### src/rtl/alu_arb_pkg.sv
// Shared ALU arbiter types: ALU op codes, response slot states, requester ids.
// Used by alu_arbiter and alu_arb_grant.
package alu_arb_pkg;

   localparam int NUM_REQ = 2;
   localparam int REQ_EXE = 0;
   localparam int REQ_BRU = 1;

   typedef enum logic [3:0] {
      ALU_AND     = 4'b0000,
      ALU_OR      = 4'b0001,
      ALU_NOR     = 4'b0010,
      ALU_ADD     = 4'b0011,
      ALU_SUB     = 4'b0100,
      ALU_LUI     = 4'b0101,
      ALU_SLL     = 4'b0111,
      ALU_SRL     = 4'b1000,
      ALU_BNE     = 4'b1001,
      ALU_NOP_BEQ = 4'b1111
   } alu_op_e;

   typedef enum logic {
      SLOT_EMPTY = 1'b0,
      SLOT_FULL  = 1'b1
   } slot_e;

endpackage

### src/rtl/alu_arb_grant.sv
// Two-way grant logic for the shared ALU; round-robin by default,
// fixed priority to requester 0 when ALU_ARB_FIXED_PRIO_EN is defined.
module alu_arb_grant
   import alu_arb_pkg::*;
(
   input  logic               clk,
   input  logic               reset,
   input  logic [NUM_REQ-1:0] eligible,
   output logic [NUM_REQ-1:0] grant
);

   // High means requester 1 was served last, so requester 0 wins next tie.
   logic last_grant;

`ifdef ALU_ARB_FIXED_PRIO_EN
   assign last_grant = 1'b1;
`else
   always_ff @(posedge clk) begin
      if (!reset) begin
         last_grant <= 1'b1;
      end else if (|grant) begin
         last_grant <= grant[REQ_BRU];
      end
   end
`endif

   always_comb begin
      grant = '0;
      unique case (eligible)
         2'b01:   grant = 2'b01;
         2'b10:   grant = 2'b10;
         2'b11:   grant = last_grant ? 2'b01 : 2'b10;
         default: grant = '0;
      endcase
   end

endmodule

### src/rtl/alu_arbiter.sv
// Shares one combinational ALU between execute (0) and branch unit (1).
// Priority mode selected by ALU_ARB_FIXED_PRIO_EN (default round-robin).
module alu_arbiter
   import alu_arb_pkg::*;
#(
   parameter int DATA_WIDTH = 32
) (
   input  logic                  clk,
   input  logic                  reset,
   input  logic [1:0]            req_valid,
   input  logic [3:0]            req_op0,
   input  logic [3:0]            req_op1,
   input  logic [DATA_WIDTH-1:0] req_a0,
   input  logic [DATA_WIDTH-1:0] req_a1,
   input  logic [DATA_WIDTH-1:0] req_b0,
   input  logic [DATA_WIDTH-1:0] req_b1,
   input  logic [4:0]            req_shamt0,
   input  logic [4:0]            req_shamt1,
   output logic [1:0]            req_ready,
   output logic [3:0]            alu_op,
   output logic [DATA_WIDTH-1:0] alu_a,
   output logic [DATA_WIDTH-1:0] alu_b,
   output logic [4:0]            alu_shamt,
   input  logic [DATA_WIDTH-1:0] alu_result,
   input  logic                  alu_zero,
   output logic [1:0]            rsp_valid,
   input  logic [1:0]            rsp_ready,
   output logic [DATA_WIDTH-1:0] rsp_result0,
   output logic [DATA_WIDTH-1:0] rsp_result1,
   output logic [1:0]            rsp_zero
);

   logic [NUM_REQ-1:0] full;
   logic [NUM_REQ-1:0] eligible;
   logic [NUM_REQ-1:0] grant;

   // A full slot may accept a new result only if it drains this cycle.
   // Gating with reset keeps the ALU idle and blocks grants during reset.
   assign eligible = req_valid
                   & (~full | rsp_ready)
                   & {NUM_REQ{reset}};

   alu_arb_grant u_grant (
      .clk      (clk),
      .reset    (reset),
      .eligible (eligible),
      .grant    (grant)
   );

   assign req_ready = grant;

   always_comb begin
      alu_op    = ALU_NOP_BEQ;
      alu_a     = '0;
      alu_b     = '0;
      alu_shamt = '0;
      unique case (1'b1)
         grant[REQ_EXE]: begin
            alu_op    = req_op0;
            alu_a     = req_a0;
            alu_b     = req_b0;
            alu_shamt = req_shamt0;
         end
         grant[REQ_BRU]: begin
            alu_op    = req_op1;
            alu_a     = req_a1;
            alu_b     = req_b1;
            alu_shamt = req_shamt1;
         end
         default: begin
            alu_op    = ALU_NOP_BEQ;
            alu_a     = '0;
            alu_b     = '0;
            alu_shamt = '0;
         end
      endcase
   end

   for (genvar i = 0; i < NUM_REQ; i++) begin : g_slot
      slot_e                 state_q;
      slot_e                 state_d;
      logic [DATA_WIDTH-1:0] data_q;
      logic                  zero_q;

      always_ff @(posedge clk) begin
         if (!reset) begin
            state_q <= SLOT_EMPTY;
         end else begin
            state_q <= state_d;
         end
      end

      always_comb begin
         state_d = state_q;
         unique case (state_q)
            SLOT_EMPTY: begin
               if (grant[i]) begin
                  state_d = SLOT_FULL;
               end
            end
            SLOT_FULL: begin
               if (rsp_ready[i] && !grant[i]) begin
                  state_d = SLOT_EMPTY;
               end
            end
            default: state_d = SLOT_EMPTY;
         endcase
      end

      always_ff @(posedge clk) begin
         if (!reset) begin
            data_q <= '0;
            zero_q <= 1'b0;
         end else if (grant[i]) begin
            data_q <= alu_result;
            zero_q <= alu_zero;
         end
      end

      assign full[i]      = (state_q == SLOT_FULL);
      assign rsp_valid[i] = full[i];
      assign rsp_zero[i]  = zero_q;
   end

   assign rsp_result0 = g_slot[REQ_EXE].data_q;
   assign rsp_result1 = g_slot[REQ_BRU].data_q;

endmodule

### config.mk
export PLATFORM = sky130hd
export DESIGN_NAME = alu_arbiter
export DESIGN_NICKNAME = d
export VERILOG_FILES = /design/src/rtl/alu_arb_pkg.sv /design/src/rtl/alu_arb_grant.sv /design/src/rtl/alu_arbiter.sv
export SDC_FILE = /design/constraint.sdc
export NUM_CORES = 1
export LEC_CHECK = 0
export BUFFER_PORTS_ARGS = -buffer_cell sky130_fd_sc_hd__buf_2
export CAP_MARGIN = 20
export CORE_AREA = 2 2 128 130
export CTS_BUF_LIST = sky130_fd_sc_hd__clkbuf_8
export CTS_CLUSTER_DIAMETER = 200
export DETAILED_ROUTE_END_ITERATION = 8
export DIE_AREA = 0 0 130 132
export GPL_TIMING_DRIVEN = 0
export SLEW_MARGIN = 0
export SYNTH_ARGS = -nofsm -noshare
export SYNTH_HDL_FRONTEND = slang
export SYNTH_SLANG_ARGS = --single-unit
### constraint.sdc
create_clock -name clk -period 5.1 [get_ports clk]
set_clock_uncertainty 0.15 [all_clocks]
set_input_delay 0.51 -clock clk [delete_from_list [all_inputs] [get_ports clk]]
set_output_delay 0.51 -clock clk [all_outputs]
set_load 0.03 [all_outputs]
After elaboration in Yosys (flattened, before gate mapping)
Index checks and enable logic that the tools add are counted.
{"block": "word_totals", "regBits": 69, "output_inout_bits": 143}
{"block": "op_classes", "eq_ne": 3, "n_mux": 12, "bitwise": 6, "n_reduce_logical": 5}
{"cell": "32-bit case mux with 2 select lines", "count": 2}
{"cell": "5-bit case mux with 2 select lines", "count": 1}
{"cell": "4-bit case mux with 2 select lines", "count": 1}
{"cell": "2-bit case mux with 3 select lines", "count": 1}
{"cell": "2-bit bitwise AND", "count": 2}
{"cell": "2-bit equality test (second input constant)", "count": 2}
{"cell": "1-bit two-way mux", "count": 4}
{"cell": "1-bit case mux with 2 select lines", "count": 2}
{"cell": "2-bit by 1-bit equality test with 1-bit output (second input constant)", "count": 1}
{"cell": "1-bit logical AND", "count": 2}
{"cell": "1-bit zero test", "count": 2}
{"cell": "2-bit two-way mux", "count": 1}
{"cell": "1-bit NOT", "count": 2}
{"cell": "2-bit NOT", "count": 1}
{"cell": "2-bit OR", "count": 1}
{"cell": "2-bit OR reduction", "count": 1}

Longest topological paths before layout
Gate-level depths: netlist of run 1.
{"block": "depth", "ltp_word": 10, "ltp_mapped": 6}

Cells and area by module
From an unflattened synthesis of run 1, not the netlist that was laid out.
{"block": "hier_totals", "hier_cells": 328, "area_unflattened_um2": 3473.3}
{"module": "alu_arbiter", "n_inst": 1, "cells_each": 322, "area_each_um2": 3414.5, "seq_area_each_um2": 1361.3}
{"module": "alu_arb_grant", "n_inst": 1, "cells_each": 6, "area_each_um2": 58.8, "seq_area_each_um2": 20.0}

Worst setup path before layout of run 1
OpenSTA, ideal clock, no wires.
{"block": "synth_timing", "path_kind": "input to output", "start": "input rsp_ready[0]", "end": "output alu_b[16]", "t_arrival_ns": 1.818, "required_ns": 4.440, "slack_ns": 2.622, "stages": 5, "path_buffers": 1, "path_cell_list": "nand2b_1 -> a311o_1 -> inv_2 -> buf_2 -> a32o_1"}
{"block": "synth_via", "elab_chain_len": 6, "word_cells_on_any_way": 8, "cone_classes": "3 x eq/ne; 2 x mux; 3 x bitwise"}
{"item": "from (decl)", "line": "alu_arbiter.sv:27", "text": "input logic [1:0] rsp_ready,"}
{"item": "2-bit OR (*)", "line": "alu_arbiter.sv:40", "text": "& (~full | rsp_ready)"}
{"item": "2-bit bitwise AND (*)", "line": "alu_arbiter.sv:40"}
{"item": "2-bit bitwise AND (*)", "line": "alu_arbiter.sv:41", "text": "& {NUM_REQ{reset}};"}
{"item": "2-bit equality test or 2-bit by 1-bit equality test with 1-bit output (tied branches)", "line": "alu_arb_grant.sv:29", "text": "unique case (eligible)"}
{"item": "2-bit case mux with 3 select lines (*)", "line": "alu_arb_grant.sv:29"}
{"item": "via req_ready[1]", "line": "alu_arbiter.sv:19", "text": "output logic [1:0] req_ready,"}
{"item": "32-bit case mux with 2 select lines (*)", "line": "alu_arbiter.sv:57", "text": "unique case (1'b1)"}
{"item": "to (decl)", "line": "alu_arbiter.sv:22", "text": "output logic [DATA_WIDTH-1:0] alu_b,"}
Mark *: on every way through the listed nets, which the timed path passes. The rest lies on a longest branch.

Worst setup path after layout of run 1
{"block": "layout_timing", "start": "register g_slot[1].state_q", "end": "output alu_b[11]"}
{"block": "layout_via", "elab_chain_len": 7, "word_cells_on_any_way": 9, "cone_classes": "3 x eq/ne; 2 x mux; 4 x bitwise"}
{"item": "from (decl)", "line": "alu_arbiter.sv:80", "text": "slot_e state_q;"}
{"item": "from (signal assigned)", "line": "alu_arbiter.sv:89", "text": "state_q <= state_d;"}
{"item": "2-bit NOT (*)", "line": "alu_arbiter.sv:40"}
{"item": "2-bit OR (*)", "line": "alu_arbiter.sv:40"}
{"item": "2-bit bitwise AND (*)", "line": "alu_arbiter.sv:40"}
{"item": "2-bit bitwise AND (*)", "line": "alu_arbiter.sv:41"}
{"item": "2-bit equality test or 2-bit by 1-bit equality test with 1-bit output (tied branches)", "line": "alu_arb_grant.sv:29"}
{"item": "2-bit case mux with 3 select lines (*)", "line": "alu_arb_grant.sv:29"}
{"item": "32-bit case mux with 2 select lines (*)", "line": "alu_arbiter.sv:57"}
Mark *: on every way between the ends. The rest lies on a longest branch, timed or not.

==> results of run 1 <==
==> layout make-up <==
class                   count  area share
clock inverters             6     0.01525
flip-flops and latches     69      0.2439
repair buffers            326      0.2881
clock buffers              10     0.02430
plain buffers              45     0.04331
diodes                      5    0.002209
multi-input cells         253      0.3332
inverters                   3    0.001989
well taps                 216     0.04772
==> worst max-delay path by stage <==
stage	start	end	slack (ns)	depth (start not counted)
floorplan	rsp_ready[0]	alu_b[16]	2.62	5
global placement	rsp_ready[0]	alu_b[8]	2.24	7
detailed placement	rsp_ready[0]	alu_b[8]	2.23	7
CTS	g_slot[1].state_q	alu_b[8]	2.19	6
global route	g_slot[1].state_q	alu_a[4]	2.10	6
finish	g_slot[1].state_q	alu_b[11]	2.24	6
==> sequential cells by signal, summed over array words and instances (netlist names) <==
| register | flops |
|---|---|
| rsp_result0 | 32 |
| rsp_result1 | 32 |
| g_slot.state_q | 2 |
| g_slot.zero_q | 2 |
| u_grant.last_grant | 1 |
==> logic make-up after synthesis <==
kind of cell,after synthesis,synth area share
AO/OA/AOI/OAI,82,0.2322
buffers and inverters,48,0.07277
flip-flops,69,0.3919
multiplexers,66,0.1874
AND/OR/NAND/NOR,105,0.1157
==> power by group <==
| group | internal, mW | switching, mW |
|---|---|---|
| Sequential | 0.570 | 0.0157 |
| Combinational | 0.176 | 0.317 |
| Clock | 0.289 | 0.218 |
| Total | 1.04 | 0.550 |
==> through the flow <==
step	hold WS [ns]	cell area [um^2]	utilization	setup WS, ns
2_1_floorplan	0.2851	3525	-	2.622
4_1_cts	0.2602	5650	0.3596	2.192
6_report	0.2769	5663	0.3604	2.239
3_5_place_dp	0.2987	5426	0.3454	2.229
3_3_place_gp	0.2922	5426	0.3454	2.239
5_1_grt	0.2562	5660	0.3602	2.095
==> metal layers <==
layer | wire length (um) | vias up | GRT usage | part of all wire
met5 | 13 | - | 0 | 0.00077
met4 | 279 | 2 | 0.07168 | 0.016
met3 | 1594 | 22 | 0.06696 | 0.094
met2 | 8806 | 209 | 0.3342 | 0.52
met1 | 6298 | 2021 | 0.1962 | 0.37
li1 | - | 2056 | - | -
==> worst reg2reg max path, cell delays in order, from the launching register on <==
cell,delay (ns)
dfxtp_1,0.31
nor2b_2,0.19
o311ai_4,0.63
buf_4,0.36
mux2i_1,0.22
==> layout by cell type, fill, tap and decap left out, types with 2 or more instances in the layout <==
| cell type | n |
|---|---|
| buf_2 | 342 |
| nand2_1 | 99 |
| a32o_1 | 69 |
| dfxtp_1 | 69 |
| mux2i_1 | 66 |
| clkbuf_1 | 17 |
| clkbuf_8 | 10 |
| buf_4 | 7 |
| diode_2 | 5 |
| buf_6 | 4 |
| o32a_1 | 4 |
| inv_1 | 3 |
| nand2b_1 | 2 |
| bufinv_16 | 2 |
==> metrics, run 1 <==
Max VDD drop about 140 uV; most instantiated library cell after synthesis nand2_1; H-tree depth 3; initial antenna violation count 6; minimum clock period 2.861 ns; end of the worst register-to-register path rsp_result0[12]; Gate Count Post-Synth 370; Die Area ~0.017 mm^2; clk root buf clkbuf_8; DRT antenna net count 0; async set-or-reset flop fraction in the synthesized netlist 0; RSZ-0062 raised after global routing false; Top delay family on crit path buffers and inverters; Post-synth EDFFs 0; critical path type reg2out; clk_lat worst skew approximately 0.34 ns; share of cells above drive strength 1 0.5225; number of setup buffers added after CTS 0; WP data arrival around 2.2 ns; reg2reg setup slack between 3 and 4 ns; gpl congestion roughly 0.83; via density per instance between 4 and 5; worst rel slew slack 0.5401; final setup violation count 0; Area growth, synth to finish 60.67%; Die W roughly 130 um; TritonRoute pass-1 iters 4; max cap viols 0; core area around 0.016 mm^2; area fraction of the dominant cell type after synthesis 0.3919; Setup TNS Final 0 ns; reg2reg start g_slot[1].state_q; Slew Limit Fails 0; Power Dens Cells approximately 280 mW/mm^2; Max Root-Sink Buffers 2; I/O pins around 330; min-delay src alu_result[10]; Yosys reg bits 69; largest net degree at the start of global routing 13; Synth Cell Area 0.003525 mm^2; crit start category flip-flop; gr usage total 0.1862; yosys warns 0; Worst Tran Pin Value between 0.6 and 0.7 ns; top cell type by total area after synthesis dfxtp_1; post-layout net count ~890; critical-path cell list nor2b_2 -> o311a_1 -> buf_2 -> buf_2 -> a32o_1 -> buf_2; Commonest cells post-synth nand2_1 (99), a32o_1 (69), dfxtp_1 (69), mux2i_1 (66), clkbuf_1 (17); DIE HEIGHT between 100 and 150 um; final hold vios 0; footprint of the multi-input gates 0.001887 mm^2; clock slew at reported path FFs roughly 0.07 ns; Synth area leaders dfxtp_1 (39%), a32o_1 (20%), mux2i_1 (19%); global-route wire length before repair 23,820 um; Synth Flop Type dfxtp_1; Worst Hold Depth 3; CP required ~4.4 ns; FF-to-FF path depth 4; Post-DP HPWL ~14,000 um; Seq/Total Area, Yosys 0.3919; Crit Path Max Fanout 10; Final Cycle Share 0.5610; total wire length 16,990 um; status complete, no violations; number of global-route vias before repair 4,063; Port Buffer Count 326; syn nets between 500 and 600; P_leak 3.117 nW; achievable frequency between 300 and 400 MHz; CTS buffer count 9; post-cts resize count 0; worst hold path type in2reg; CTS tree yes; CP Capture Type primary output; total power between 1.5 and 2 mW; initial drt markers about 160; syn_area_per_cell between 9 and 10 um^2; Rows 46; slowest stage cell, crit path dfxtp_1; fillers about 1.7k; Synth cell types 26; CP max stage delay approximately 0.32 ns; Final Non-Filler Cells approximately 930; Worst Path Buf+Inv 3; register area approximately 0.0014 mm^2; most used cell along the critical path buf_2; Cells after DPL roughly 910; clk sinks slightly below 70; DRC 0; Vias 4,310; Initial Util 0.2243; GR Overflow Total 0; Hold EP rsp_result1[10]; CTS Hold Bufs 0; routed len/inst roughly 18 um
Power figures use the tool's default switching activity.
==> run 2: changes to the inputs <==
--- a/config.mk
+++ b/config.mk
@@ -7,11 +7,11 @@
 export LEC_CHECK = 0
 export BUFFER_PORTS_ARGS = -buffer_cell sky130_fd_sc_hd__buf_2
 export CAP_MARGIN = 20
-export CORE_AREA = 2 2 128 130
+export CORE_AREA = 2 2 127 129
 export CTS_BUF_LIST = sky130_fd_sc_hd__clkbuf_8
 export CTS_CLUSTER_DIAMETER = 200
 export DETAILED_ROUTE_END_ITERATION = 8
-export DIE_AREA = 0 0 130 132
+export DIE_AREA = 0 0 129 131
 export GPL_TIMING_DRIVEN = 0
 export SLEW_MARGIN = 0
 export SYNTH_ARGS = -nofsm -noshare
==> constraint.sdc (replaced) <==
create_clock -name clk -period 2.5 [get_ports clk]
set_clock_uncertainty 0.15 [all_clocks]
set_input_delay 0.25 -clock clk [delete_from_list [all_inputs] [get_ports clk]]
set_output_delay 0.25 -clock clk [all_outputs]
set_load 0.03 [all_outputs]
==> run 2 against run 1 <==
- critical endpoint is now alu_a[21]
- combinational power up 100%
- core utilization up 0.62 points
- first-iteration DRC count down 17%
- largest power group unchanged
==> metrics, run 2 (synthesis results as in run 1) <==
most used cell along the critical path buf_2; Die Area 0.01690 mm^2 (-1.5%); via density per instance 4.608 (-0.24%); worst rel slew slack 0.5874 (+0.04727); CP max stage delay 0.32 ns (about the same); share of cells above drive strength 1 0.5266 (+0.004139); TritonRoute pass-1 iters 6 (+2); most frequent cells in the layout buf_2 (323), nand2_1 (99), a32o_1 (69); Max Root-Sink Buffers 2 (unchanged); CP Capture Type primary output; critical-path cell list nor2b_4 -> o311a_1 -> buf_4 -> buf_2 -> a32o_1 -> buf_2; clk sinks 69 (unchanged); fillers 1,683 (-0.82%); Setup TNS Final 0 ns (unchanged); WP data arrival 2.01 ns (-0.19 ns); Vias 4,295 (-0.35%); clk root buf clkbuf_8; clock slew at reported path FFs 0.08 ns (about the same); final hold vios 0 (unchanged); worst hold path type in2reg; Slew Limit Fails 0 (unchanged); initial antenna violation count 3 (-3); DRC 0 (unchanged); crit start category flip-flop; Max VDD drop 350.9 uV (+160%); post-layout net count 894 (+0.22%); Area growth, synth to finish 62.23%; number of global-route vias before repair 3,843 (-5.4%); Final Cycle Share 0.9636; RSZ-0062 raised after global routing false; Rows 46 (unchanged); Port Buffer Count 326 (unchanged); achievable frequency a little over 400 MHz; WHS 0.02076 ns (-0.2561 ns); CP required 2.10 ns (-2.34 ns); P_leak 3.112 nW (-0.15%); Initial Util 0.2260 (+0.001656); core area 0.01560 mm^2 (-0.73%); minimum clock period around 2.4 ns; Worst Path Buf+Inv 3 (unchanged); total wire length 16,220 um (-4.5%); final setup violation count 0 (unchanged); GR Overflow Total 0 (unchanged); status complete, no violations; gr usage total 0.1741 (-0.01213); Worst Tran Pin Value 0.6189 ns (-0.06927 ns); CTS tree yes; H-tree depth 3 (unchanged); max cap viols 0 (unchanged); Crit Path Max Fanout 10 (unchanged); largest net degree at the start of global routing 13 (unchanged); Final Non-Filler Cells 932 (-0.11%); clk_lat worst skew 0.34 ns (about the same); DRT antenna net count 0 (unchanged); Top delay family on crit path compound AO/OA/AOI/OAI gates; total power 3.161 mW (+99%); Post-DP HPWL 13,170 um (-5.6%); Cells after DPL 912 (unchanged); routed len/inst 17.40 um (-4.4%); Layout Utilization 0.3666 (+0.006189); Die W 129 um (-0.77%); global-route wire length before repair 21,890 um (-8.1%); initial drt markers 135 (-17%); Power Dens Cells 552.8 mW/mm^2 (+97%); most common cell after layout, fill and taps aside buf_2; gpl congestion 0.8128 (-2.6%); I/O pins 328 (unchanged); critical path type reg2out; DIE HEIGHT 131 um (-0.76%); CTS buffer count 9 (unchanged); slowest stage cell, crit path o311a_1
-- run 2: cell count changes in the layout (fill, tap and decap cells not counted), sizes merged --
cell | before | now
inv | 5 | 3
clkbuf | 27 | 36
clkinvlp | 0 | 2
buf | 354 | 347
diode | 5 | 2
bufinv | 2 | 1
dlygate4sd3 | 0 | 1
-- run 2: through the flow --
| stage | worst slack (ns) | area (um^2) |
|---|---|---|
| finish | 0.09111 | 5718 |
| global route | 0.006765 | 5715 |
| global placement | 0.1768 | 5426 |
| floorplan | 0.5109 | 3525 |
| detailed placement | 0.1928 | 5426 |
| CTS | 0.01047 | 5679 |
-- run 2: final cells by class --
cell class	instances	area [um^2]	share of cell area
multi-input combinational	253	1894	0.3313
timing repair buffer	328	1669	0.2919
sequential	69	1383	0.2418
buffer	45	272.8	0.04770
tap	216	270.3	0.04726
clock buffer	11	151.4	0.02648
clock inverter	5	58.81	0.01028
inverter	3	13.76	0.002407
antenna	2	5.005	0.0008753
-- run 2: final timing paths --
check                    start  cells past startpoint              end  slack (ns)
max          g_slot[1].state_q                      6        alu_a[21]        0.09
max reg2reg  g_slot[1].state_q                      4  rsp_result0[15]        0.71
min             alu_result[12]                      3  rsp_result0[12]        0.02
min reg2reg     rsp_result1[0]                      2   rsp_result1[0]        0.31
-- run 2: worst reg2reg max path, stage by stage (launching register included) --
cell      delay, ns
dfxtp_1        0.31
nor2b_4        0.15
o311ai_4       0.56
buf_4          0.34
mux2i_1        0.21
-- run 2: where the power goes --
group          total (mW)  internal, mW  switching [mW]
logic                1.01         0.373           0.637
registers            1.20          1.16          0.0320
clock network       0.955         0.515           0.440
total                3.16          2.05            1.11
-- run 2: repair_timing --
action / 4_1_cts / 5_1_grt
endpoints found under the hold margin: 1 / 0
pin swaps: 0 / 1
buffers inserted: 0 / 1
setup endpoints to repair: 69 / 51
gates resized for setup: 12 / 12
hold buffers: 1 / 0
cloned: 0 / 0
-- run 2: metal layers --
metal,up-vias,global-route usage,part of all wire
met4,2,0.07864,0.035
met3,31,0.05782,0.085
met1,2010,0.1842,0.37
met5,-,0,0.00080
met2,189,0.3153,0.50
li1,2063,-,-
==> run 3: changes to the inputs <==
--- a/config.mk
+++ b/config.mk
@@ -13,6 +13,7 @@
 export DETAILED_ROUTE_END_ITERATION = 8
 export DIE_AREA = 0 0 129 131
 export GPL_TIMING_DRIVEN = 0
+export PLACE_DENSITY_LB_ADDON = 0.05
 export SLEW_MARGIN = 0
 export SYNTH_ARGS = -nofsm -noshare
 export SYNTH_HDL_FRONTEND = slang
==> run 3 against run 2 <==
- cell count decreased by 0.11%
- flip-flop and latch count unchanged
- register-to-register slack about the same
- largest cell class unchanged
==> metrics, run 3 (synthesis results as in run 1) <==
initial drt markers 142 (+5.2%); worst rel slew slack 0.6021 (+0.01471); minimum clock period 2.401 ns (-0.007426 ns); via density per instance 4.547 (-1.3%); TritonRoute pass-1 iters 5 (-1); RSZ-0062 raised after global routing false; Port Buffer Count 326 (unchanged); GR Overflow Total 0 (unchanged); Die W 129 um (unchanged); clk_lat worst skew 0.34 ns (about the same); Area growth, synth to finish 62.51%; CTS tree yes; critical path type reg2out; core area 0.01560 mm^2 (unchanged); Cells after DPL 912 (unchanged); CP Capture Type primary output; P_leak 3.123 nW (+0.36%); Final Cycle Share 0.9606 (-0.002970); Initial Util 0.2260 (unchanged); Worst Tran Pin Value 0.5955 ns (-0.02348 ns); worst hold path type in2reg; H-tree depth 3 (unchanged); Rows 46 (unchanged); WP data arrival 2.00 ns (about the same); Layout Utilization 0.3672 (+0.0006420); total power 3.239 mW (+2.5%); Crit Path Max Fanout 10 (unchanged); final hold vios 0 (unchanged); global-route wire length before repair 21,550 um (-1.5%); post-layout net count 894 (unchanged); most used cell along the critical path clkbuf_4; CP max stage delay 0.32 ns (about the same); I/O pins 328 (unchanged); final setup violation count 0 (unchanged); status complete, no violations; Slew Limit Fails 0 (unchanged); slowest stage cell, crit path o311a_1; gpl congestion 0.7612 (-6.3%); CTS buffer count 9 (unchanged); share of cells above drive strength 1 0.5238 (-0.002801); routed len/inst 16.62 um (-4.5%); Max Root-Sink Buffers 2 (unchanged); clock slew at reported path FFs 0.08 ns (about the same); Final Non-Filler Cells 931 (-0.11%); largest net degree at the start of global routing 13 (unchanged); Die Area 0.01690 mm^2 (unchanged); DRC 0 (unchanged); most frequent cells in the layout buf_2 (327), nand2_1 (99), a32o_1 (69); most common cell after layout, fill and taps aside buf_2; initial antenna violation count 1 (-2); clk sinks 69 (unchanged); Power Dens Cells 565.5 mW/mm^2 (+2.3%); WHS 0.01403 ns (-0.006734 ns); clk root buf clkbuf_8; critical-path cell list nor2b_4 -> o311a_1 -> clkbuf_4 -> clkbuf_4 -> a32o_1 -> buf_2; max cap viols 0 (unchanged); Vias 4,233 (-1.4%); CP required 2.10 ns (about the same); Max VDD drop 353.6 uV (+0.76%); gr usage total 0.1650 (-0.009137); DIE HEIGHT 131 um (unchanged); Post-DP HPWL 12,350 um (-6.3%); total wire length 15,470 um (-4.6%); achievable frequency 416.4 MHz (+0.31%); number of global-route vias before repair 4,055 (+5.5%); crit start category flip-flop; number of setup buffers added after CTS 0 (unchanged); DRT antenna net count 0 (unchanged); fillers 1,701 (+1.1%)
-- run 3: final timing paths --
check / start / end / slack [ns] / cells after the start
max: g_slot[1].state_q / alu_b[1] / 0.1 / 6
min: alu_result[27] / rsp_result1[27] / 0.01 / 3
max reg2reg: g_slot[1].state_q / rsp_result0[24] / 0.71 / 4
min reg2reg: rsp_result0[31] / rsp_result0[31] / 0.31 / 2
-- run 3: timing repair --
item | in CTS | in global routing
endpoints found under the hold margin | 2 | 0
endpoints found under the setup margin | 18 | 67
hold buffers | 2 | 0
gates resized for setup | 2 | 17
-- run 3: routing by layer --
metal	global-route usage	up-vias	wire [um]
met3	0.03746	27	1079
met1	0.1839	1967	6025
met5	0	-	0
met2	0.2994	178	7903
li1	-	2061	-
met4	0.07609	0	464
-- run 3: cell type report --
type,instances,area (um^2),share of cell area
multi-input combinational,253,1892,0.3303
timing repair buffer,328,1662,0.2901
sequential,69,1383,0.2414
buffer,45,272.8,0.04762
tap,216,270.3,0.04718
clock buffer,11,151.4,0.02643
clock inverter,5,81.33,0.01420
inverter,3,13.76,0.002403
antenna,1,2.502,0.0004369
-- run 3: critical path: cells and delay by family, from the launching register on --
family / cells / cell delay (ns)
AO/OA/AOI/OAI: 2 / 0.62
buffers and inverters: 3 / 0.57
flip-flops: 1 / 0.31
AND/OR/NAND/NOR: 1 / 0.15
-- run 3: stage by stage --
stage | worst slack [ns] | setup TNS (ns) | area, um^2
after global routing | 0.007958 | 0 | 5728
after global placement | 0.2788 | 0 | 5426
after floorplan | 0.5109 | 0 | 3525
after CTS | -0.02472 | -0.09630 | 5687
final | 0.09853 | 0 | 5728
after detailed placement | 0.2483 | 0 | 5426
-- run 3: report_power, final --
group / leakage, nW / internal (mW) / total [mW] / switching (mW)
clock: 0.116 / 0.618 / 1.05 / 0.436
combinational: 2.44 / 0.369 / 0.989 / 0.620
sequential: 0.565 / 1.16 / 1.20 / 0.0327
